--- src/rtl/chacha20_keystream_scheduler.sv ---
// chacha20_keystream_scheduler: ChaCha20 block sequencer; define CHACHA20_KS_PREFETCH_EN for a second result buffer.
module chacha20_keystream_scheduler #(
    parameter int ENC_LATENCY = 80
) (
    input  logic         clock,
    input  logic         reset,
    input  logic [255:0] key,
    input  logic [95:0]  nonce,
    input  logic [31:0]  counter_init,
    input  logic         key_load,
    input  logic         enable,
    output logic         enc_set_state,
    output logic [511:0] enc_round_input,
    input  logic [511:0] enc_round_output,
    output logic [511:0] ks_data,
    output logic         ks_valid,
    input  logic         ks_ready,
    output logic [31:0]  block_counter,
    output logic         busy,
    output logic         counter_wrapped
);
    typedef enum logic [2:0] {UNKEYED, IDLE, SET, RUN, CAPTURE, OUT} state_t;
    state_t state;
    logic [255:0] key_q;
    logic [95:0] nonce_q;
    logic [31:0] gen_ctr;
    logic [7:0] lat;
    logic [511:0] init_state;
    logic [511:0] sum;
    logic accept;
    logic last;
    logic cap_go;
    logic start;
    logic pf_valid;
`ifdef CHACHA20_KS_PREFETCH_EN
    logic [511:0] pf_data;
    assign cap_go = enable && !last && (!ks_valid || ks_ready);
`else
    assign pf_valid = 1'b0;
    assign cap_go = 1'b0;
`endif
    assign init_state = {nonce_q, gen_ctr, key_q, 32'h6b206574, 32'h79622d32, 32'h3320646e, 32'h61707865};
    assign accept = ks_valid && ks_ready;
    // last: the most recently started block carries counter 0xFFFFFFFF
    assign last = &enc_round_input[415:384];
    assign start = (state == IDLE && enable && !counter_wrapped) ||
                   (state == CAPTURE && cap_go) ||
                   (state == OUT && accept && enable && !last);
    for (genvar w = 0; w < 16; w++) begin : g_ff
        assign sum[32*w +: 32] = enc_round_output[32*w +: 32] + enc_round_input[32*w +: 32];
    end
    always_ff @(posedge clock) begin
        if (reset) begin
            state <= UNKEYED;
            key_q <= '0;
            nonce_q <= '0;
            gen_ctr <= '0;
            lat <= '0;
            enc_set_state <= 1'b0;
            enc_round_input <= '0;
            ks_data <= '0;
            ks_valid <= 1'b0;
            block_counter <= '0;
            busy <= 1'b0;
            counter_wrapped <= 1'b0;
`ifdef CHACHA20_KS_PREFETCH_EN
            pf_data <= '0;
            pf_valid <= 1'b0;
`endif
        end else if (key_load) begin
            state <= IDLE;
            key_q <= key;
            nonce_q <= nonce;
            gen_ctr <= counter_init;
            block_counter <= counter_init;
            counter_wrapped <= 1'b0;
            enc_set_state <= 1'b0;
            ks_valid <= 1'b0;
            busy <= 1'b0;
`ifdef CHACHA20_KS_PREFETCH_EN
            pf_valid <= 1'b0;
`endif
        end else begin
            enc_set_state <= start;
            busy <= start || state == SET || state == RUN;
            if (start) begin
                enc_round_input <= init_state;
                gen_ctr <= gen_ctr + 32'd1;
            end
            if (accept) begin
                block_counter <= block_counter + 32'd1;
                counter_wrapped <= counter_wrapped || &block_counter;
`ifdef CHACHA20_KS_PREFETCH_EN
                if (pf_valid) begin
                    ks_data <= pf_data;
                    pf_valid <= 1'b0;
                end else begin
                    ks_valid <= 1'b0;
                end
`else
                ks_valid <= 1'b0;
`endif
            end
            case (state)
                IDLE: if (start) state <= SET;
                SET: begin
                    state <= RUN;
                    lat <= 8'd1;
                end
                RUN: if (lat == 8'(ENC_LATENCY)) state <= CAPTURE; else lat <= lat + 8'd1;
                CAPTURE: begin
                    state <= start ? SET : OUT;
`ifdef CHACHA20_KS_PREFETCH_EN
                    if (!ks_valid || ks_ready) begin
                        ks_data <= sum;
                        ks_valid <= 1'b1;
                    end else begin
                        pf_data <= sum;
                        pf_valid <= 1'b1;
                    end
`else
                    ks_data <= sum;
                    ks_valid <= 1'b1;
`endif
                end
                OUT: if (start) state <= SET; else if (accept && !pf_valid) state <= IDLE;
                default: ;
            endcase
        end
    end
endmodule

--- config.mk ---
export PLATFORM = sky130hd
export DESIGN_NAME = chacha20_keystream_scheduler
export DESIGN_NICKNAME = d
export VERILOG_FILES = /design/src/rtl/chacha20_keystream_scheduler.sv
export SDC_FILE = /design/constraint.sdc
export NUM_CORES = 2
export LEC_CHECK = 0
export CAP_MARGIN = 10
export CORE_AREA = 2 2 762 764
export CTS_BUF_LIST = sky130_fd_sc_hd__clkbuf_2 sky130_fd_sc_hd__clkbuf_4 sky130_fd_sc_hd__clkbuf_8
export DETAILED_ROUTE_END_ITERATION = 10
export DIE_AREA = 0 0 764 766
export PLACE_DENSITY_LB_ADDON = 0.08
export SLEW_MARGIN = 10
export SYNTH_ARGS = -nofsm -noshare
export SYNTH_HDL_FRONTEND = slang
export SYNTH_SLANG_ARGS = --single-unit
--- constraint.sdc ---
create_clock -name clock -period 5.5 [get_ports clock]
set_clock_uncertainty 0.05 [all_clocks]
set_input_delay 1.1 -clock clock [delete_from_list [all_inputs] [get_ports clock]]
set_output_delay 1.1 -clock clock [all_outputs]
set_load 0.05 [all_outputs]
==> impl_metrics.json <==
{
  "drive_above_1_share": 0.0810,
  "syn_area_sq_mm": 0.0664,
  "syn_to_final_growth_pct": 52.3,
  "die_y_um": 766,
  "holdPathEnd": "ks_data[456]$_SDFFE_PP0P_",
  "use_met3": 0.0675,
  "worst_slack_ps": 1080,
  "core_area_sq_mm": 0.576,
  "clock_latency_ps": 1160,
  "finalMaxSlewViolations": 0,
  "place_ws_ps": 331,
  "finalCriticalPeriod_ps": 4420,
  "hp-start": "reset",
  "crit_type": "reg -> out",
  "async_flop_share": 0,
  "yosysUniqueCellTypes": 98,
  "grt_pass1_vias": 66700,
  "ir_drop_uv": 142,
  "slew_headroom": 0.182,
  "cts_root_buf": "clkbuf_8",
  "cts_setup_buffers": 0,
  "leakage_uw": 0.0387,
  "swShare": 0.302,
  "cp_data_required_time_ps": 4350,
  "p_clk_frac": 0.494,
  "dpl.cell_count": 16800,
  "whs_ps": 337,
  "rr_worst_depth": 12,
  "grt_max_degree": 118,
  "grt_pass1_wl_um": 660000,
  "met1_usage": 0.185,
  "cp_top_family": "buffers and inverters",
  "rrSetupSlack_ps": 1170,
  "crit_chain": "buf_4 > clkdlybuf4s50_1",
  "finalCritPeriodShare": 0.804,
  "io_buffers": 1888,
  "tightest_slew_ps": 1220,
  "cp-end-kind": "primary output",
  "synth-edff-count": 0,
  "antenna_found_initial": 260,
  "cts_buffers": 317,
  "fill_cells": 64400,
  "crit_fanout": 43,
  "avgSynthCellArea_sq_um": 8.83,
  "reg2reg_from": "enc_round_input[126]$_SDFFE_PP0P_",
  "vias": 65400,
  "utilization": 0.176,
  "die_area_sq_mm": 0.585,
  "max_stage_delay_ps": 890,
  "max_freq_mhz": 226,
  "critPathSlowestCell": "clkdlybuf4s50_1",
  "final_cell_count_no_fill": 17400,
  "gp_congestion": 0.860,
  "ios": 1961,
  "power_density_mw_per_mm2": 266,
  "track_usage": 0.166,
  "drtIter0Drc": 3341,
  "worstPathArrival_ps": 3270,
  "p_comb_frac": 0.129,
  "rows": 279,
  "ys.flop_type": "dfxtp_1",
  "yosysWarningCount": 0,
  "wl_per_cell_um": 29.1,
  "power_frac_seq": 0.377,
  "cts_buffer_depth": 4,
  "vias_per_cell": 3.75,
  "routed_wirelength_um": 508000,
  "critical_path_depth": 2,
  "dr.pass1.iters": 5,
  "gr-total-overflow": 0,
  "busiest_layer": "met2",
  "crit_buf_inv": 2,
  "ys_seq_area_frac": 0.400,
  "fin_tns_setup_ps": 0,
  "finalSetupViolCount": 0,
  "cts.sinks": 1328,
  "p_switching_uw": 8130,
  "drc": 0,
  "critPathLaunchType": "register",
  "met2_usage": 0.288,
  "r2r-end": "ks_data[88]$_SDFFE_PP0P_",
  "layout.nets": 10800,
  "synth_cells": 7522,
  "ys_ff_latch": 1328,
  "cts_resized": 0,
  "holdPathStages": 2,
  "ant_nets": 0,
  "status": "completed",
  "cts_tree": "done",
  "hp-class": "in -> reg",
  "start_util": 0.115,
  "hold_viol": 0,
  "cts-hold-fix-buffers": 0,
  "rsz0062_at_grt": "false",
  "internal_power_uw": 18800,
  "die_w_um": 764,
  "drv_cap": 0,
  "path_clk_slew_ps": 60,
  "dpl.hpwl_um": 415000,
  "h-tree-depth": 5
}
## synthesized netlist by cell type, drive strengths merged (6+ instances only)
library cell	number	share of area
o211ai	24	0.0028
and3	47	0.0044
or2	15	0.0014
mux2i	361	0.054
a221oi	12	0.0020
a21boi	18	0.0020
nor4	15	0.0014
and4	18	0.0024
a31oi	54	0.0056
inv	91	0.0051
nand2b	51	0.0048
a211oi	98	0.011
a22o	360	0.047
nor2	658	0.037
o21bai	69	0.0078
o2111ai	6	0.00079
buf	185	0.018
dfxtp	1328	0.40
ha	435	0.082
a21oi	714	0.054
a311oi	21	0.0030
a21o	206	0.023
nand3	117	0.0088
nor2b	63	0.0059
o21ai	397	0.030
xor2	215	0.028
nor3	56	0.0043
nand2	943	0.053
xnor2	282	0.037
o22ai	8	0.00075
a221o	7	0.0011
a41oi	16	0.0022
a2111oi	6	0.00089
fa	13	0.0039
or3	28	0.0026
nor3b	7	0.00079
clkbuf	338	0.019
o21a	44	0.0050
and2	16	0.0015
o31ai	18	0.0025
a211o	18	0.0024
nand4	66	0.0062
a31o	13	0.0017
## cell families (layout without fill, tap and decap cells)
family / after synthesis / after routing / share of synthesized area
and+or+nand+nor: 2113 / 2113 / 0.137
AOI/OAI and AO/OA: 2160 / 2160 / 0.215
xor gates and xnor gates: 497 / 497 / 0.0655
other: 1 / 136 / 0.0000565
muxes: 361 / 361 / 0.0544
DFF: 1328 / 1328 / 0.400
adders and majority gates: 448 / 448 / 0.0858
buffers and inverters: 614 / 2662 / 0.0421
## final cells by class
class | count | area, sq um | area share
Sequential cell | 1328 | 26600 | 0.263
Multi-Input combinational cell | 5651 | 37400 | 0.370
Clock buffer | 500 | 6290 | 0.0622
Antenna cell | 64 | 160 | 0.00158
Timing Repair Buffer | 2015 | 20100 | 0.199
Clock inverter | 56 | 577 | 0.00570
Tap cell | 7727 | 9670 | 0.0956
Inverter | 91 | 344 | 0.00340
## sequential cells by signal (all words and copies together) (netlist names)
name and cells:
nonce_q 96, busy 1, key_q 256, enc_set_state 1, gen_ctr 32, enc_round_input 385
state 3, lat 8, ks_valid 1, ks_data 512, block_counter 32, counter_wrapped 1
## worst max-delay path by stage
stage / start / end / slack, ps
2_1_floorplan: enc_round_input[126]$_SDFFE_PP0P_ / ks_data[93]$_SDFFE_PP0P_ / 50
3_3_place_gp: enc_round_output[480] / ks_data[510]$_SDFFE_PP0P_ / 250
3_5_place_dp: enc_round_output[480] / ks_data[510]$_SDFFE_PP0P_ / 330
4_1_cts: enc_round_input[126]$_SDFFE_PP0P_ / enc_round_input[85] / 820
5_1_grt: enc_round_input[126]$_SDFFE_PP0P_ / ks_data[30]$_SDFFE_PP0P_ / 550
6_report: enc_round_input[126]$_SDFFE_PP0P_ / enc_round_input[85] / 1080
## cell usage in the layout (no fill, tap or decap), drive strengths merged, types with 21 or more instances in the layout
cell type      count
a211oi            98
a21o             206
a21oi            714
a22o             360
a311oi            21
a31oi             54
and3              47
buf              143
clkbuf           500
clkdlybuf4s50   1872
clkinv            33
conb              72
dfxtp           1328
diode             64
ha               435
inv              108
mux2i            361
nand2            943
nand2b            51
nand3            117
nand4             66
nor2             658
nor2b             63
nor3              56
o211ai            24
o21a              44
o21ai            397
o21bai            69
or3               28
xnor2            282
xor2             215
## metal layers
metal,wire length [um],vias to the layer above
li1,-,30500
met1,198000,31500
met2,244000,2392
met3,48300,771
met4,16500,162
met5,1050,-
## metrics by stage
step	total power (uW)	instance area, sq um
finish	26900	101000
detailed placement	13900	94100
global placement	13900	94100
floorplan	12100	66700
CTS	27700	101000
global route	28200	101000
## power by group through the flow
stage / logic (uW) / registers [uW] / clock network, uW
detailed placement: 3540 / 10300 / 0
global placement: 3550 / 10300 / 0
global route: 3740 / 10200 / 14300
floorplan: 1640 / 10400 / 0
CTS: 3560 / 10100 / 14000
finish: 3480 / 10100 / 13300
Note: power is estimated with default switching activity, not from simulation.
